`config.mk`:
```
export PLATFORM = sky130hd
export DESIGN_NAME = sar_adc_ctrl
export DESIGN_NICKNAME = d
export VERILOG_FILES = /design/src/rtl/sar_adc_pkg.sv /design/src/rtl/sar_tick_gen.sv /design/src/rtl/sar_adc_ctrl.sv
export SDC_FILE = /design/constraint.sdc
export NUM_CORES = 1
export LEC_CHECK = 0
export BUFFER_PORTS_ARGS = -buffer_cell sky130_fd_sc_hd__buf_2
export CAP_MARGIN = 0
export CORE_ASPECT_RATIO = 1.25
export CORE_MARGIN = 3
export CORE_UTILIZATION = 45
export DETAILED_ROUTE_END_ITERATION = 8
export PLACE_DENSITY = 0.66
export RECOVER_POWER = 25
export SLEW_MARGIN = 15
export SYNTH_ARGS = -nofsm -noshare
export SYNTH_HDL_FRONTEND = slang
export SYNTH_SLANG_ARGS = --single-unit
```
`constraint.sdc`:
```
create_clock -name wb_clk_i -period 7.95 [get_ports wb_clk_i]
set_input_delay 1.59 -clock wb_clk_i [delete_from_list [all_inputs] [get_ports wb_clk_i]]
set_output_delay 1.59 -clock wb_clk_i [all_outputs]
set_load 0.01 [all_outputs]
```
`src/rtl/sar_adc_pkg.sv`:
```
// Shared types, defaults and helpers for the SAR ADC sequencer.
package sar_adc_pkg;

  localparam int unsigned NBITS_DEF = 10;
  localparam int unsigned NCH_DEF   = 8;

  // Widest channel mask the round-robin helper handles.
  localparam int unsigned MAX_CH   = 32;
  localparam int unsigned MAX_CH_W = 5;

  typedef enum logic [1:0] {
    StIdle,
    StSample,
    StConv,
    StDone
  } sar_state_e;

  // Channel index width; never narrower than one bit.
  function automatic int unsigned ch_width(input int unsigned nch);
    return (nch > 1) ? $clog2(nch) : 1;
  endfunction

  // Lowest enabled channel at or above ptr, wrapping modulo nch.
  // Returns ptr when no channel is enabled; callers gate on |mask.
  function automatic int unsigned next_ch(input logic [MAX_CH-1:0] mask,
                                          input int unsigned       ptr,
                                          input int unsigned       nch);
    int unsigned pick;
    int unsigned c;
    logic        found;
    pick  = ptr;
    found = 1'b0;
    for (int unsigned i = 0; i < MAX_CH; i++) begin
      c = ptr + i;
      if (c >= nch) begin
        c = c - nch;
      end
      if (i < nch && !found) begin
        if (mask[c[MAX_CH_W-1:0]]) begin
          pick  = c;
          found = 1'b1;
        end
      end
    end
    return pick;
  endfunction

endpackage

```
`src/rtl/sar_tick_gen.sv`:
```
// Conversion tick divider: one tick every div_i+1 clocks, restartable via clr_i.
module sar_tick_gen #(
  parameter int unsigned W = 8
) (
  input  logic         clk_i,
  input  logic         rst_ni,
  input  logic         clr_i,
  input  logic [W-1:0] div_i,
  output logic         tick_o
);

  logic [W-1:0] cnt_q;
  logic [W-1:0] cnt_d;

  // Divider is compared live, so a new div_i applies at the next compare.
  assign tick_o = (cnt_q == div_i);

  // Next count: restart on clear or on tick, otherwise advance.
  always_comb begin
    cnt_d = cnt_q + 1'b1;
    if (clr_i || tick_o) begin
      cnt_d = '0;
    end
  end

  // Counter register with synchronous reset.
  always_ff @(posedge clk_i) begin
    if (!rst_ni) begin
      cnt_q <= '0;
    end else begin
      cnt_q <= cnt_d;
    end
  end

endmodule

```
`src/rtl/sar_adc_ctrl.sv`:
```
// SAR ADC sequencer: round-robin channel pick, sample phase, bitwise
// successive approximation and result hand-off to the register file.
module sar_adc_ctrl
  import sar_adc_pkg::*;
#(
  parameter int unsigned NBITS = NBITS_DEF,
  parameter int unsigned NCH   = NCH_DEF,
  parameter int unsigned CH_W  = ch_width(NCH)
) (
  input  logic             wb_clk_i,
  input  logic             wb_rst_ni,
  input  logic             en_i,
  input  logic             start_i,
  input  logic             cont_i,
  input  logic [NCH-1:0]   ch_mask_i,
  input  logic [7:0]       clkdiv_i,
  input  logic [3:0]       sample_cyc_i,
  input  logic             cmp_i,
  input  logic             data_rd_i,
  output logic             sample_o,
  output logic [NBITS-1:0] dac_code_o,
  output logic [CH_W-1:0]  ch_sel_o,
  output logic             busy_o,
  output logic [NBITS-1:0] data_o,
  output logic [CH_W-1:0]  data_ch_o,
  output logic             data_valid_o,
  output logic             overrun_o,
  output logic             irq_o
);

  localparam int unsigned IDX_W = $clog2(NBITS);

  sar_state_e       state_q, state_d;
  logic [CH_W-1:0]  ptr_q, ptr_d;
  logic [IDX_W-1:0] idx_q, idx_d;
  logic [3:0]       scnt_q, scnt_d;
  logic             sample_q, sample_d;
  logic [NBITS-1:0] dac_q, dac_d;
  logic [CH_W-1:0]  ch_q, ch_d;
  logic [NBITS-1:0] data_q, data_d;
  logic [CH_W-1:0]  dch_q, dch_d;
  logic             valid_q, valid_d;
  logic             ovr_q, ovr_d;

  logic             tick;
  logic             tick_clr;
  logic [3:0]       samp_last;

  // Divider restarts on every state entry and stays parked while idle.
  assign tick_clr = (state_q == StIdle) || (state_d != state_q);

  sar_tick_gen #(
    .W (8)
  ) u_tick_gen (
    .clk_i  (wb_clk_i),
    .rst_ni (wb_rst_ni),
    .clr_i  (tick_clr),
    .div_i  (clkdiv_i),
    .tick_o (tick)
  );

  // A programmed sample length of zero behaves as one tick.
  assign samp_last = (sample_cyc_i == 4'd0) ? 4'd0 : sample_cyc_i - 4'd1;

  // Next-state, conversion datapath and result hand-off.
  always_comb begin
    state_d  = state_q;
    ptr_d    = ptr_q;
    idx_d    = idx_q;
    scnt_d   = scnt_q;
    sample_d = sample_q;
    dac_d    = dac_q;
    ch_d     = ch_q;
    data_d   = data_q;
    dch_d    = dch_q;
    valid_d  = valid_q;
    ovr_d    = ovr_q;

    if (data_rd_i) begin
      valid_d = 1'b0;
      ovr_d   = 1'b0;
    end

    if (state_q != StIdle && !en_i) begin
      // Abort: drop the conversion, keep result registers and pointer.
      sample_d = 1'b0;
      dac_d    = '0;
      state_d  = StIdle;
    end else begin
      unique case (state_q)
        StIdle: begin
          if (en_i && (start_i || cont_i) && (|ch_mask_i)) begin
            ch_d     = CH_W'(next_ch(MAX_CH'(ch_mask_i), 32'(ptr_q), NCH));
            sample_d = 1'b1;
            scnt_d   = '0;
            state_d  = StSample;
          end
        end
        StSample: begin
          if (tick) begin
            if (scnt_q == samp_last) begin
              sample_d         = 1'b0;
              dac_d            = '0;
              dac_d[NBITS-1]   = 1'b1;
              idx_d            = IDX_W'(NBITS - 1);
              state_d          = StConv;
            end else begin
              scnt_d = scnt_q + 4'd1;
            end
          end
        end
        StConv: begin
          if (tick) begin
            // Keep the trial bit only if Vin is at or above the DAC level.
            dac_d[idx_q] = cmp_i;
            if (idx_q != '0) begin
              dac_d[idx_q - 1'b1] = 1'b1;
              idx_d               = idx_q - 1'b1;
            end else begin
              state_d = StDone;
            end
          end
        end
        StDone: begin
          data_d  = dac_q;
          dch_d   = ch_q;
          valid_d = 1'b1;
          // A coincident read consumes the old result, so no overrun.
          ovr_d   = data_rd_i ? 1'b0 : (ovr_q | valid_q);
          ptr_d   = (ch_q == CH_W'(NCH - 1)) ? '0 : ch_q + 1'b1;
          dac_d   = '0;
          state_d = StIdle;
        end
        default: begin
          state_d = StIdle;
        end
      endcase
    end
  end

  // State and output registers with synchronous active-low reset.
  always_ff @(posedge wb_clk_i) begin
    if (!wb_rst_ni) begin
      state_q  <= StIdle;
      ptr_q    <= '0;
      idx_q    <= '0;
      scnt_q   <= '0;
      sample_q <= 1'b0;
      dac_q    <= '0;
      ch_q     <= '0;
      data_q   <= '0;
      dch_q    <= '0;
      valid_q  <= 1'b0;
      ovr_q    <= 1'b0;
    end else begin
      state_q  <= state_d;
      ptr_q    <= ptr_d;
      idx_q    <= idx_d;
      scnt_q   <= scnt_d;
      sample_q <= sample_d;
      dac_q    <= dac_d;
      ch_q     <= ch_d;
      data_q   <= data_d;
      dch_q    <= dch_d;
      valid_q  <= valid_d;
      ovr_q    <= ovr_d;
    end
  end

  assign sample_o     = sample_q;
  assign dac_code_o   = dac_q;
  assign ch_sel_o     = ch_q;
  assign busy_o       = (state_q != StIdle);
  assign data_o       = data_q;
  assign data_ch_o    = dch_q;
  assign data_valid_o = valid_q;
  assign overrun_o    = ovr_q;
  assign irq_o        = valid_q;

endmodule

```
==> results.cfg, run 1 <==
[setup_path]
critPathLaunch = ptr_q[1]$_SDFFE_PN0P_
crit_type = reg -> reg
r2r_start = ptr_q[1]$_SDFFE_PN0P_
worst_path_max_delay_cell = dfxtp_1
critPathCapture = ch_sel_o[2]$_SDFFE_PN0P_
cp_num_cells = 9
critPathArrivalTime_ps = 3800
r2r_cells = 9
regToRegSetupSlack_ps = 4350
worst_ep_required_time_ps = 8160
cp_cell_sequence = inv_1 -> ha_1 -> mux4_2 -> mux2_4 -> or2_4 -> nand3b_1 -> nor2_1 -> a21oi_1 -> o31a_1
crit_family = multiplexers
slowest_delay_ps = 810
crit_buf_inv = 1
critPathLaunchType = flip-flop
reg2reg_to = ch_sel_o[2]$_SDFFE_PN0P_
critPathCaptureType = flip-flop
worst-path-max-fanout = 18

[floorplan]
ios = 58
die-area_sq_um = 9170
rows = 35
coreArea_sq_um = 7580
start_util = 0.478
die_x_um = 86.2
die_h_um = 106

[clocking]
clock_path_buffers = 2
path_clk_slew_ps = 90
cts_resized = 0
cts-root-buf = clkbuf_8
cts_setup_buffers = 0
cts_hold_buf = 0
clock_latency_ps = 310
cts-buffers-inserted = 5
cts_tree = yes
cts_sinks = 50
htree_levels = 2

[timing]
final.setup.tns_ps = 0
maxSlewHeadroom = 0.508
finalCriticalPeriod_ps = 3600
fin_skew_ps = 10.1
fmax_mhz = 278
final_hold_viol_count = 0
fin_crit_sh = 0.452
report.final.slew_viol_count = 0
worst_pin_slew_ps = 737
finalSetupViolCount = 0
rsz0062_at_grt = false

[global_route]
grt_max_degree = 22
grt_pass1_wl_um = 15100
grt_pass1_vias = 3265
grtUsageTotal = 0.199
overflow = 0
antenna_found_initial = 0

[route]
wl_met2_um = 4570
highest_layer = met4
vias = 3359
met1_length_um = 3620
drt-total-wl_um = 8820
dr.pass1.iters = 4
postRouteAntennaNets = 0
post-route-drc-count = 0
first_iter_violations = 228
met3WireLength_um = 396
wl_per_cell_um = 15.3
routed_via_density = 5.82

[yosys]
synth_top_family_by_area = simple AND/OR/NAND/NOR gates
synth_fp_nets = 488
syn_area_sq_um = 3620
synth_top_area_share = 0.276
synthMostInstantiatedCell = nand2_1
synth_edf_count = 0
ys_seq_area_frac = 0.276
synth_common_cells = nand2_1, dfxtp_1, nor2_1, a21oi_1, o21ai_0
yosysTopAreaCell = dfxtp_1
yosys.area_share.simple = 0.238
synth-main-ff-cell = dfxtp_1
avgSynthCellArea_sq_um = 8.19
synthAdderAreaFrac = 0.0657
yosysWarningCount = 0
synth_cell_types = 66
ys_top_cells_by_area = dfxtp_1, mux4_2, nand2_1
syn_inst = 442
synthXorXnorAreaFrac = 0.0460
ys_ff_latch = 50
synth_mux_area_frac = 0.136
synth_compound_area_frac = 0.185
async_reset_ff_frac = 0

[placed_design]
place_area_sq_um = 3900
io_buffers = 57
hpwl_um = 6750
gp_congestion = 0.963

[power_and_ir_drop]
power_density_nw_per_um2 = 126
p_leak_uw = 0.00155
peakVddDrop_v = 0.0000931
finalPower_uw = 504

[finish]
nFillCells = 763
nets = 530
diodes = 0
syn_to_final_growth_pct = 10.2
final_area_sq_um = 3990
final_layout_size_suffix_gt1_frac = 0.151

[job]
drv_cap = 0

[outcome]
outcome = finished clean

[hold_path]
hp-class = reg -> reg
[layout by cell type, fill, tap and decap left out, drive strengths merged, types with 4 or more instances in the layout]
master   n
nand2   68
dfxtp   50
buf     38
nor2    36
a21oi   32
o21ai   32
clkbuf  25
ha      19
inv     18
xnor2   14
nand3   14
mux4    13
mux2i   13
nor3    10
nor2b    9
or2      6
mux2     6
nand4    5
or4      5
nand2b   5
xor2     5
a22oi    4
[cells by family after synthesis]
family | count (synthesis)
flops | 50
xor+xnor | 19
buf+inv | 40
compound gates | 104
simple gates | 178
mux | 32
fa+ha+maj | 19
[worst reg2reg max path, stage by stage (launching register included)]
cell	delay (ps)
dfxtp_1	810
inv_1	260
ha_1	560
mux4_2	550
mux2_4	330
or2_4	280
nand3b_1	220
nor2_1	240
a21oi_1	120
o31a_1	120
[state kept, by name, indices dropped and copies added (netlist names)]
signal,flops
ch_sel_o,3
dac_code_o,10
data_ch_o,3
data_o,10
data_valid_o,1
idx_q,4
overrun_o,1
ptr_q,3
sample_o,1
scnt_q,4
state_q,2
u_tick_gen.cnt_q,8
[final cells by class]
cell class / count / area (sq um) / share of cell area
clock inverters: 3 / 43.8 / 0.0110
flip-flops and latches: 50 / 1000 / 0.251
repair buffers: 58 / 268 / 0.0671
clock buffers: 5 / 68.8 / 0.0172
multi-input cells: 352 / 2430 / 0.609
inverters: 17 / 63.8 / 0.0160
well taps: 92 / 115 / 0.0288
[worst min path at each step]
stage / slack, ps / end / depth (start not counted) / start
after floorplan: 450 / u_tick_gen.cnt_q[0]$_SDFF_PP0_ / 1 / u_tick_gen.cnt_q[0]$_SDFF_PP0_
after global placement: 440 / data_o[8]$_SDFFE_PN0P_ / 2 / data_o[8]$_SDFFE_PN0P_
after detailed placement: 450 / data_o[6]$_SDFFE_PN0P_ / 2 / data_o[6]$_SDFFE_PN0P_
after CTS: 460 / data_o[6]$_SDFFE_PN0P_ / 2 / data_o[6]$_SDFFE_PN0P_
after global routing: 490 / data_o[2]$_SDFFE_PN0P_ / 2 / data_o[2]$_SDFFE_PN0P_
final: 460 / data_o[6]$_SDFFE_PN0P_ / 2 / data_o[6]$_SDFFE_PN0P_
[through the flow]
step	setup slack [ps]	utilization	hold WS (ps)	instances
6_report	4350	0.527	460	577
5_1_grt	4030	0.527	487	577
4_1_cts	4360	0.530	463	577
3_5_place_dp	4230	0.515	449	569
3_3_place_gp	4250	0.515	443	569
2_1_floorplan	4610	-	448	442
[where the power goes]
part	switching [uW]	internal, uW
Sequential	3.98	253
Clock	86.4	94.3
Combinational	38.1	27.6
[routing by layer]
layer	GRT usage	vias up
met3	0.0279	16
met5	0	-
met4	0.0757	0
met2	0.358	87
met1	0.234	1587
li1	-	1669
Note: power is estimated with default switching activity, not from simulation.
==> inputs of run 2 (changes only) <==
--- a/config.mk
+++ b/config.mk
@@ -5,6 +5,7 @@
 export SDC_FILE = /design/constraint.sdc
 export NUM_CORES = 1
 export LEC_CHECK = 0
+export ABC_AREA = 1
 export BUFFER_PORTS_ARGS = -buffer_cell sky130_fd_sc_hd__buf_2
 export CAP_MARGIN = 0
 export CORE_ASPECT_RATIO = 1.25
==> constraint.sdc (replaced) <==
create_clock -name wb_clk_i -period 3.6 [get_ports wb_clk_i]
set_input_delay 0.72 -clock wb_clk_i [delete_from_list [all_inputs] [get_ports wb_clk_i]]
set_output_delay 0.72 -clock wb_clk_i [all_outputs]
set_load 0.01 [all_outputs]
==> run 2 against run 1 <==
Die area decreased by 3.9%. Wire length decreased by 0.60%. Critical path depth increased by 7. Cell count increased by 16%. Clock power increased by 78%. Largest cell class unchanged.
==> results.cfg, run 2 <==
[setup_path]
cp_cell_sequence = inv_2 -> ha_1 -> inv_1 -> nand3_2 -> nand2_1 -> nand2_2 -> nand3_4 -> nand3_4 -> nor2_4 -> nand4_1 -> nand2_1 -> inv_1 -> nand2_1 -> nand2_1 -> nand2_1 -> a21oi_2
critPathArrivalTime_ps = 2970
worst_path_max_delay_cell = dfxtp_1
worst_ep_required_time_ps = 3780
slowest_delay_ps = 630
crit_family = simple AND/OR/NAND/NOR gates
critPathLaunchType = flip-flop
crit_buf_inv = 3
cpMostUsedCell = nand2_1
crit_type = reg -> reg
critPathCaptureType = flip-flop
worst-path-max-fanout = 14

[timing]
maxSlewHeadroom = 0.452
finalSetupViolCount = 0
finalCriticalPeriod_ps = 2790
fin_crit_sh = 0.774
fin_skew_ps = 7.88
final_hold_viol_count = 0
report.final.slew_viol_count = 0
fmax_mhz = 359
rsz0062_at_grt = false
final.setup.tns_ps = 0
worst_pin_slew_ps = 822

[yosys]
synth_fp_nets = 571
yosysWarningCount = 0
ys_seq_area_frac = 0.288
synth_edf_count = 0
synth-main-ff-cell = dfxtp_1
syn_inst = 525
yosysTopAreaCell = dfxtp_1
synth_common_cells = nand2_1, inv_1, nor2_1, dfxtp_1, nand3_1
synth_top_area_share = 0.288
ys_top_cells_by_area = dfxtp_1, nand2_1, ha_1
syn_area_sq_um = 3470
ys_ff_latch = 50
async_reset_ff_frac = 0
avgSynthCellArea_sq_um = 6.61
synth_cell_types = 41
synthMostInstantiatedCell = nand2_1

[route]
vias = 3543
first_iter_violations = 175
drt-total-wl_um = 8760
postRouteAntennaNets = 0
post-route-drc-count = 0
routed_via_density = 5.27
wl_per_cell_um = 13.0
dr.pass1.iters = 5

[finish]
layout_commonest_cell = nand2_1
final_cells = 672
nets = 625
syn_to_final_growth_pct = 12.0
final_layout_size_suffix_gt1_frac = 0.152
diodes = 0
layout_common_cells = nand2_1, inv_1, nor2_1

[global_route]
antenna_found_initial = 0
grt_pass1_wl_um = 15000
grt_max_degree = 25
grtUsageTotal = 0.202
grt_pass1_vias = 3339
overflow = 0

[power_and_ir_drop]
p_leak_uw = 0.00186
power_density_nw_per_um2 = 280
peakVddDrop_v = 0.000195

[placed_design]
gp_congestion = 0.921
dp_cells = 664
hpwl_um = 6930
io_buffers = 57

[floorplan]
die-area_sq_um = 8810
coreArea_sq_um = 7440
start_util = 0.466
ios = 58
die_h_um = 104
rows = 35
die_x_um = 84.5

[clocking]
cts-buffers-inserted = 5
cts-root-buf = clkbuf_8
cts_sinks = 50
clock_path_buffers = 2
clock_latency_ps = 300
htree_levels = 2
cts_resized = 0
cts_tree = yes
path_clk_slew_ps = 100
cts_setup_buffers = 0
cts_hold_buf = 0

[job]
drv_cap = 0

[hold_path]
hp-class = reg -> reg

[outcome]
outcome = finished clean
==> run 2: layout make-up <==
class,count,area [sq um]
Clock buffer,6,72.6
Tap cell,92,115
Fill cell,766,3560
Inverter,66,249
Clock inverter,2,13.8
Multi-Input combinational cell,397,2150
Sequential cell,50,1000
Timing Repair Buffer,59,287
==> run 2: through the flow <==
| step | util | setup slack [ps] | instance area [sq um] | hold WS (ps) | power (uW) |
|---|---|---|---|---|---|
| floorplan | - | 1430 | 3470 | 417 | 717 |
| global placement | 0.512 | 1040 | 3810 | 435 | 774 |
| detailed placement | 0.512 | 886 | 3810 | 447 | 777 |
| CTS | 0.524 | 872 | 3900 | 465 | 1100 |
| global route | 0.522 | 580 | 3890 | 475 | 1150 |
| finish | 0.522 | 815 | 3890 | 462 | 1090 |
==> run 2: where the power goes <==
group | internal [uW] | switching, uW | total [uW]
sequential | 564 | 12.6 | 577
clock | 138 | 185 | 323
combinational | 63.0 | 125 | 188
==> run 2: path summary, 6_finish.rpt <==
kind,from,endpoint,slack (ps),cells past startpoint
setup / recovery,ptr_q[0]$_SDFFE_PN0P_,ch_sel_o[1]$_SDFFE_PN0P_,810,16
hold / removal,u_tick_gen.cnt_q[0]$_SDFF_PP0_,u_tick_gen.cnt_q[0]$_SDFF_PP0_,460,1
setup reg to reg,ptr_q[0]$_SDFFE_PN0P_,ch_sel_o[1]$_SDFFE_PN0P_,810,16
hold reg to reg,u_tick_gen.cnt_q[0]$_SDFF_PP0_,u_tick_gen.cnt_q[0]$_SDFF_PP0_,460,1
==> run 2: cells by family (layout without fill, tap and decap cells) <==
group                      after synthesis  count (layout)  share of synthesized area
xor gates and xnor gates                16              16                     0.0426
and+or+nand+nor                        261             261                      0.347
DFF                                     50              50                      0.288
buffers and inverters                   78             133                     0.0920
adders and majority gates               19              19                     0.0685
AOI/OAI and AO/OA                      101             101                      0.162
==> run 2: layer usage <==
| metal | part of all wire | up-vias | track usage |
|---|---|---|---|
| met2 | 0.53 | 88 | 0.373 |
| met5 | 0 | - | 0 |
| met3 | 0.042 | 14 | 0.0277 |
| met1 | 0.41 | 1608 | 0.235 |
| li1 | - | 1833 | - |
| met4 | 0.018 | 0 | 0.0701 |
